===== src/rtl/insn_dispatch_pkg.sv =====
`default_nettype none
// ============================================================================
// Module      : insn_dispatch_pkg
// Description : Shared types for the dispatch stage: RV32I major opcodes,
//               ROB operation classes, the canonical NOP and the decode
//               result bundle.
// Revision    : 1.0 - initial release
// ============================================================================
package insn_dispatch_pkg;

   // RV32I major opcodes (insn[6:0])
   typedef enum logic [6:0] {
      OPCODE_LOAD     = 7'b0000011,
      OPCODE_MISC_MEM = 7'b0001111,
      OPCODE_OPIMM    = 7'b0010011,
      OPCODE_AUIPC    = 7'b0010111,
      OPCODE_STORE    = 7'b0100011,
      OPCODE_OP       = 7'b0110011,
      OPCODE_LUI      = 7'b0110111,
      OPCODE_BRANCH   = 7'b1100011,
      OPCODE_JALR     = 7'b1100111,
      OPCODE_JAL      = 7'b1101111,
      OPCODE_SYSTEM   = 7'b1110011
   } opcode_t;

   // Operation class recorded in the reorder buffer
   typedef enum logic [1:0] {
      ROB_OP_INT = 2'd0,
      ROB_OP_BR  = 2'd1,
      ROB_OP_LD  = 2'd2,
      ROB_OP_ST  = 2'd3
   } rob_op_t;

   // addi x0,x0,0 - the canonical NOP
   localparam logic [31:0] c_NOOP = 32'h00000013;

   // Result of decoding one instruction's major opcode
   typedef struct packed {
      opcode_t opcode;     // opcode forwarded to the RS (NOP's for unknowns)
      rob_op_t rob_op;     // ROB operation class
      logic    rd_valid;   // instruction writes insn[11:7]
      logic    src0_used;  // rs1 is read
      logic    src1_used;  // rs2 is read
      logic    rs_bound;   // needs a reservation-station slot
   } decode_t;

endpackage : insn_dispatch_pkg
`default_nettype wire


===== src/rtl/insn_decode.sv =====
`default_nettype none
// ============================================================================
// Module      : insn_decode
// Description : Maps an RV32I major opcode to its ROB class, destination
//               validity, source-usage flags and RS routing. Anything that is
//               not an execution opcode is handled as a ROB-only entry.
// Revision    : 1.0 - initial release
// ============================================================================
module insn_decode
   import insn_dispatch_pkg::*;
(
   input  logic [6:0] i_opcode,
   output decode_t    o_dec
);

   localparam logic [6:0] c_NOP_OPCODE = c_NOOP[6:0];

   // Opcode classification; unknown opcodes fall through as a ROB-only NOP
   always_comb begin
      o_dec           = '0;
      o_dec.opcode    = opcode_t'(c_NOP_OPCODE);
      o_dec.rob_op    = ROB_OP_INT;
      case (i_opcode)
         OPCODE_OPIMM: begin
            o_dec.opcode    = OPCODE_OPIMM;
            o_dec.rd_valid  = 1'b1;
            o_dec.src0_used = 1'b1;
            o_dec.rs_bound  = 1'b1;
         end
         OPCODE_OP: begin
            o_dec.opcode    = OPCODE_OP;
            o_dec.rd_valid  = 1'b1;
            o_dec.src0_used = 1'b1;
            o_dec.src1_used = 1'b1;
            o_dec.rs_bound  = 1'b1;
         end
         OPCODE_LUI: begin
            o_dec.opcode    = OPCODE_LUI;
            o_dec.rd_valid  = 1'b1;
            o_dec.rs_bound  = 1'b1;
         end
         OPCODE_AUIPC: begin
            o_dec.opcode    = OPCODE_AUIPC;
            o_dec.rd_valid  = 1'b1;
            o_dec.rs_bound  = 1'b1;
         end
         OPCODE_JAL: begin
            o_dec.opcode    = OPCODE_JAL;
            o_dec.rob_op    = ROB_OP_BR;
            o_dec.rd_valid  = 1'b1;
            o_dec.rs_bound  = 1'b1;
         end
         OPCODE_JALR: begin
            o_dec.opcode    = OPCODE_JALR;
            o_dec.rob_op    = ROB_OP_BR;
            o_dec.rd_valid  = 1'b1;
            o_dec.src0_used = 1'b1;
            o_dec.rs_bound  = 1'b1;
         end
         OPCODE_BRANCH: begin
            o_dec.opcode    = OPCODE_BRANCH;
            o_dec.rob_op    = ROB_OP_BR;
            o_dec.src0_used = 1'b1;
            o_dec.src1_used = 1'b1;
            o_dec.rs_bound  = 1'b1;
         end
         OPCODE_LOAD: begin
            o_dec.opcode    = OPCODE_LOAD;
            o_dec.rob_op    = ROB_OP_LD;
            o_dec.rd_valid  = 1'b1;
            o_dec.src0_used = 1'b1;
            o_dec.rs_bound  = 1'b1;
         end
         OPCODE_STORE: begin
            o_dec.opcode    = OPCODE_STORE;
            o_dec.rob_op    = ROB_OP_ST;
            o_dec.src0_used = 1'b1;
            o_dec.src1_used = 1'b1;
            o_dec.rs_bound  = 1'b1;
         end
         OPCODE_MISC_MEM: o_dec.opcode = OPCODE_MISC_MEM;
         OPCODE_SYSTEM:   o_dec.opcode = OPCODE_SYSTEM;
         default:         o_dec.opcode = opcode_t'(c_NOP_OPCODE);
      endcase
   end

endmodule : insn_decode
`default_nettype wire


===== src/rtl/insn_dispatch.sv =====
`default_nettype none
// ============================================================================
// Module      : insn_dispatch
// Description : Single-issue in-order dispatch. Pops the instruction FIFO
//               head, decodes it, resolves operands through the ROB lookup
//               port and writes one ROB entry plus (when execution is needed)
//               one RS slot in the same cycle. Zero latency.
//               Optional macro DISPATCH_COUNT_EN adds o_dispatch_count, a
//               free-running count of dispatched instructions.
// Revision    : 1.0 - initial release
// ============================================================================
module insn_dispatch
   import insn_dispatch_pkg::*;
#(
   parameter int DATA_WIDTH     = 32,
   parameter int ADDR_WIDTH     = 32,
   parameter int REG_ADDR_WIDTH = 5,
   parameter int TAG_WIDTH      = 6
) (
   input  logic                          clk,
   input  logic                          n_rst,
   // instruction FIFO
   input  logic [ADDR_WIDTH+DATA_WIDTH-1:0] i_fifo_data,
   input  logic                          i_fifo_empty,
   output logic                          o_fifo_rd_en,
   // reorder buffer
   input  logic                          i_rob_stall,
   input  logic [TAG_WIDTH-1:0]          i_rob_tag,
   output logic                          o_rob_en,
   output logic                          o_rob_rdy,
   output rob_op_t                       o_rob_op,
   output logic [ADDR_WIDTH-1:0]         o_rob_iaddr,
   output logic [ADDR_WIDTH-1:0]         o_rob_addr,
   output logic [DATA_WIDTH-1:0]         o_rob_data,
   output logic [REG_ADDR_WIDTH-1:0]     o_rob_rdest,
   // ROB operand lookup
   output logic [REG_ADDR_WIDTH-1:0]     o_lookup_rsrc [2],
   input  logic                          i_lookup_rdy  [2],
   input  logic [DATA_WIDTH-1:0]         i_lookup_data [2],
   input  logic [TAG_WIDTH-1:0]          i_lookup_tag  [2],
   // reservation station
   input  logic                          i_rs_stall,
   output logic                          o_rs_en,
   output opcode_t                       o_rs_opcode,
   output logic [ADDR_WIDTH-1:0]         o_rs_iaddr,
   output logic [DATA_WIDTH-1:0]         o_rs_insn,
   output logic                          o_rs_src_rdy  [2],
   output logic [DATA_WIDTH-1:0]         o_rs_src_data [2],
   output logic [TAG_WIDTH-1:0]          o_rs_src_tag  [2],
   output logic [TAG_WIDTH-1:0]          o_rs_dst_tag
`ifdef DISPATCH_COUNT_EN
   ,
   output logic [31:0]                   o_dispatch_count
`endif
);

   logic [DATA_WIDTH-1:0]     w_insn;
   logic [ADDR_WIDTH-1:0]     w_pc;
   logic                      w_go;
   decode_t                   w_dec;
   logic [REG_ADDR_WIDTH-1:0] w_src_idx  [2];
   logic                      w_src_used [2];

   assign w_insn = i_fifo_data[DATA_WIDTH-1:0];
   assign w_pc   = i_fifo_data[ADDR_WIDTH+DATA_WIDTH-1:DATA_WIDTH];

   // Any stall blocks dispatch, even for ROB-only entries, so the ROB and RS
   // always advance together.
   assign w_go = n_rst & ~i_fifo_empty & ~i_rob_stall & ~i_rs_stall;

   assign w_src_idx[0]  = w_insn[19:15];
   assign w_src_idx[1]  = w_insn[24:20];
   assign w_src_used[0] = w_dec.src0_used;
   assign w_src_used[1] = w_dec.src1_used;

   insn_decode u_decode (
      .i_opcode (w_insn[6:0]),
      .o_dec    (w_dec)
   );

   // Dispatch outputs: all zero while in reset, otherwise decoded from the head
   always_comb begin
      o_fifo_rd_en = 1'b0;
      o_rob_en     = 1'b0;
      o_rob_rdy    = 1'b0;
      o_rob_op     = ROB_OP_INT;
      o_rob_iaddr  = '0;
      o_rob_addr   = '0;
      o_rob_data   = '0;
      o_rob_rdest  = '0;
      o_rs_en      = 1'b0;
      o_rs_opcode  = opcode_t'(7'd0);
      o_rs_iaddr   = '0;
      o_rs_insn    = '0;
      o_rs_dst_tag = '0;
      for (int i = 0; i < 2; i++) begin
         o_lookup_rsrc[i] = '0;
         o_rs_src_rdy[i]  = 1'b0;
         o_rs_src_data[i] = '0;
         o_rs_src_tag[i]  = '0;
      end
      if (n_rst) begin
         o_fifo_rd_en = w_go;
         o_rob_en     = w_go;
         o_rs_en      = w_go & w_dec.rs_bound;
         o_rob_rdy    = ~w_dec.rs_bound;
         o_rob_op     = w_dec.rob_op;
         o_rob_iaddr  = w_pc;
         o_rob_rdest  = w_dec.rd_valid ? w_insn[11:7] : '0;
         o_rs_opcode  = w_dec.opcode;
         o_rs_iaddr   = w_pc;
         o_rs_insn    = w_insn;
         o_rs_dst_tag = i_rob_tag;
         for (int i = 0; i < 2; i++) begin
            o_lookup_rsrc[i] = w_src_idx[i];
            // x0 and unread sources never wait on a producer
            if (!w_src_used[i] || (w_src_idx[i] == '0)) begin
               o_rs_src_rdy[i]  = 1'b1;
               o_rs_src_data[i] = '0;
               o_rs_src_tag[i]  = '0;
            end else begin
               o_rs_src_rdy[i]  = i_lookup_rdy[i];
               o_rs_src_data[i] = i_lookup_data[i];
               o_rs_src_tag[i]  = i_lookup_tag[i];
            end
         end
      end
   end

`ifdef DISPATCH_COUNT_EN
   logic [31:0] r_dispatch_count;

   // Count dispatched instructions, wrapping naturally at 2^32
   always_ff @(posedge clk) begin
      if (!n_rst) begin
         r_dispatch_count <= '0;
      end else if (w_go) begin
         r_dispatch_count <= r_dispatch_count + 32'd1;
      end
   end

   assign o_dispatch_count = r_dispatch_count;
`else
   logic w_unused_clk;
   assign w_unused_clk = clk;
`endif

endmodule : insn_dispatch
`default_nettype wire


===== config.mk =====
export PLATFORM = sky130hd
export DESIGN_NAME = insn_dispatch
export DESIGN_NICKNAME = d
export VERILOG_FILES = /design/src/rtl/insn_dispatch_pkg.sv /design/src/rtl/insn_decode.sv /design/src/rtl/insn_dispatch.sv
export SDC_FILE = /design/constraint.sdc
export NUM_CORES = 1
export LEC_CHECK = 0
export BUFFER_PORTS_ARGS = -buffer_cell sky130_fd_sc_hd__buf_2
export CORE_AREA = 2 2 167 169
export DETAILED_ROUTE_END_ITERATION = 8
export DIE_AREA = 0 0 169 171
export PLACE_DENSITY = 0.43
export SLEW_MARGIN = 30
export SYNTH_ARGS = -nofsm -noshare
export SYNTH_HDL_FRONTEND = slang
export SYNTH_HIERARCHICAL = 1
export SYNTH_SLANG_ARGS = --single-unit

===== constraint.sdc =====
create_clock -name vclk -period 2.1
set_clock_uncertainty 0.15 [all_clocks]
set_input_delay 0.315 -clock vclk [all_inputs]
set_output_delay 0.315 -clock vclk [all_outputs]
set_load 0.03 [all_outputs]

==> results.txt <==
- Seq pwr share: 0%
- Clock power frac: 0%
* Global-route wire length before repair: 21,500 um
- Kind of end point of the critical path: primary output
- Leakage power figure: 2.86 nW
* Area share of the largest cell type after synthesis: 32.4%
- The analysis attributes to net switching a power of 0.000813 W.
- Unrepaired setup endpoints after global routing: yes
- The first TritonRoute pass finished after 4 iterations.
* Cell mode on critical path: sky130_fd_sc_hd__buf_6
- After routing, the total negative slack on setup checks comes to -0.628 ns.
- Kind of start point of the critical path: input port
* Maximum frequency from static timing analysis: 468 MHz
- Hold timing on the final database bottoms out at a slack of 0.772 ns.
* Area of the die: 28,900 um^2
- Once placement finished, the instance area stood at 5050 um^2.
- Count of routing violations after the opening detailed-route iteration: 120
* Final setup violating endpoints: 31
- Cells along the critical path: buf_6, buf_8, a2111oi_4, buf_6, buf_12, clkbuf_16, nand3_1, a21oi_2, buf_6
- Final estimated routing congestion in global placement: 0.769
* Aggregate routed wire length: 16,100 um
- sky130_fd_sc_hd__buf_4 takes more of the synthesized area than any other cell.
- Area grow syn2layout: 125%
- Power per cell area: 191 nW/um^2
* Number of design rule violations left after detail routing: 0
- Clock buffer count in the final layout: 0
* Global-route total usage across every layer: 9.49%
- Critical-path top delay cell: sky130_fd_sc_hd__a2111oi_4
- Detailed placement finished with a half-perimeter wire length of 12,800 um.
* Result of the run: finished with violations
* Max-slew violation count: 0
- Number of placement rows: 61
- Cell internal power was estimated by the tool at 0.000377 W.
- In this run, the combinational gates consume 100.0% of the power.
- Once placement completed, the tool counted placed cells totaling 1,105.
- GRT overflow: 0
- Fraction of the yosys area taken by sequential cells: 0%
* Final min period: 2.14 ns
* Hold Violations, Final: 0
* X dimension of the die: 169 um
- The checks that failed: negative setup slack.
- The worst-case IR drop observed on VDD is 0.000102 V.
* Max-cap violation count: 0
- Vertical die dimension: 171 um
* Number of instances in the synthesized netlist: 449
- In the finished design the tool counted flip-flops and latches totalling 0.
- Of all nets on the critical path, the largest fanout is 5.
* Data required time at the worst endpoint: 1.63 ns
- The number of global-route vias before repair is 3,737.
- The initial antenna violation count is 3.
- Excluding fillers, the count of instances in the completed layout stands at 1,118.
- Net total in the final layout: 925
* Share of the clock period used by the worst path: 102%
* Util after Layout: 22.8%
- The worst setup path is of the in2out kind.
* CTS Hold Bufs: 0
- Hold depth: 3
- Remaining antenna violation count: 0
* Starting Density: 10.1%
* Number of I/O pins: 425
- Maximum number of pins on one net before global-route repair: 39
- Leading post-synthesis cells by cell area: sky130_fd_sc_hd__buf_4 (32%), sky130_fd_sc_hd__and2_1 (19%), sky130_fd_sc_hd__a21oi_1 (15%)
* Ratio of cells with drive above 1 in the final layout: 70.6%
- Dividing the detail-routed via count by the number of cells gives 3.71.
- The synthesized netlist occupies a cell area of 2760 um^2.
* Number of I/O port buffers: 360
- Sequential cell area: 0 um^2
- The netlist uses 32 different library cells.
* Delay contributed by the slowest stage of the critical path: 0.34 ns
* Hold/Removal Path Class: in2out
* Detailed-route wire length per cell: 14.4 um
- Post-Layout Inst Area: 6220 um^2
* Arrival time reported for the critical path endpoint: 1.67 ns
- Across all layers, the routed design uses 4,150 vias.
* Switching power as a share of total power: 68.4%
- Fin worst setup slack: -0.0383 ns
- A synthesized cell averages 6.15 um^2.
* Core outline area: 27,300 um^2
- For this run, the number of Yosys warnings is 6.
[layout by cell type (no fill, tap or decap), types with 3 or more instances in the layout]
master                    count
sky130_fd_sc_hd__buf_2      269
sky130_fd_sc_hd__buf_6       86
sky130_fd_sc_hd__and2_1      82
sky130_fd_sc_hd__conb_1      66
sky130_fd_sc_hd__a21oi_2     51
sky130_fd_sc_hd__buf_4       36
sky130_fd_sc_hd__nand3_1     31
sky130_fd_sc_hd__nand3_2     29
sky130_fd_sc_hd__a21oi_4     22
sky130_fd_sc_hd__nand3_4     18
sky130_fd_sc_hd__buf_12      16
sky130_fd_sc_hd__a21oi_1      9
sky130_fd_sc_hd__nor2b_1      6
sky130_fd_sc_hd__nor2_1       6
sky130_fd_sc_hd__nand2_1      4
sky130_fd_sc_hd__and3_4       3
sky130_fd_sc_hd__nor3_1       3
[per-layer routing]
| metal | wire, um | GRT usage (%) | vias to the layer above |
|---|---|---|---|
| met5 | 30 | 0 | - |
| met4 | 216 | 1.15 | 4 |
| met3 | 1150 | 1.32 | 12 |
| met2 | 8880 | 19.5 | 261 |
| met1 | 5810 | 10.4 | 1888 |
| li1 | - | - | 1985 |
[worst max-delay path: cells and delay by family]
kind	cells	cell delay (ns)
AOI/OAI and AO/OA	2	0.47
buffers and inverters	6	0.80
and+or+nand+nor	1	0.09
[layout make-up]
cell class,count,area (um^2)
fillers,3017,21100
repair buffers,412,3010
multi-input cells,358,2780
well taps,346,433
diodes,2,5.00
[cells by family after synthesis]
| group | after synthesis | share of synthesized area, % |
|---|---|---|
| AO/OA/AOI/OAI | 92 | 18.0 |
| buffers and inverters | 155 | 40.1 |
| other | 2 | 0.272 |
| AND/OR/NAND/NOR | 200 | 41.6 |
[synth_stat cells (2+ instances only)]
cell,instances
sky130_fd_sc_hd__a2111oi_2,2
sky130_fd_sc_hd__nor3_1,3
sky130_fd_sc_hd__buf_4,119
sky130_fd_sc_hd__nor2b_1,6
sky130_fd_sc_hd__clkbuf_1,9
sky130_fd_sc_hd__nand3_1,77
sky130_fd_sc_hd__nand2_1,5
sky130_fd_sc_hd__nor3_2,2
sky130_fd_sc_hd__a211oi_1,2
sky130_fd_sc_hd__nor3b_1,2
sky130_fd_sc_hd__buf_6,7
sky130_fd_sc_hd__conb_1,2
sky130_fd_sc_hd__buf_2,18
sky130_fd_sc_hd__and3_1,5
sky130_fd_sc_hd__nor2_1,8
sky130_fd_sc_hd__and2_1,82
sky130_fd_sc_hd__nand2b_1,2
sky130_fd_sc_hd__a21oi_1,82
sky130_fd_sc_hd__a211o_1,2
sky130_fd_sc_hd__clkbuf_2,2
[timing repair]
item	4_1_cts	5_1_grt
resized for setup	184	78
pin swaps	3	4
setup endpoints to repair	78	83
setup buffers	5	3
cloned	4	1
[metrics by stage]
step	worst slack [ns]	power, W
final	-0.0383	0.00119
after global placement	-0.212	0.00110
after CTS	-0.112	0.00117
after global routing	-0.122	0.00126
after detailed placement	-0.206	0.00110
after floorplan	-0.0577	0.000843
[path summary, 6_finish.rpt]
path                           start               to  slack (ns)
worst max-delay path  i_fifo_data[4]  o_rs_src_tag[3]       -0.04
worst min-delay path    i_fifo_empty     o_fifo_rd_en        0.77
[power by group through the flow]
stage	sequential (W)	combinational, W	clock, W
2_1_floorplan	0	0.000843	0
5_1_grt	0	0.00126	0
3_3_place_gp	0	0.00110	0
6_report	0	0.00119	0.0000000000465
4_1_cts	0	0.00117	0
3_5_place_dp	0	0.00110	0
(Power assumes the default switching activity.)
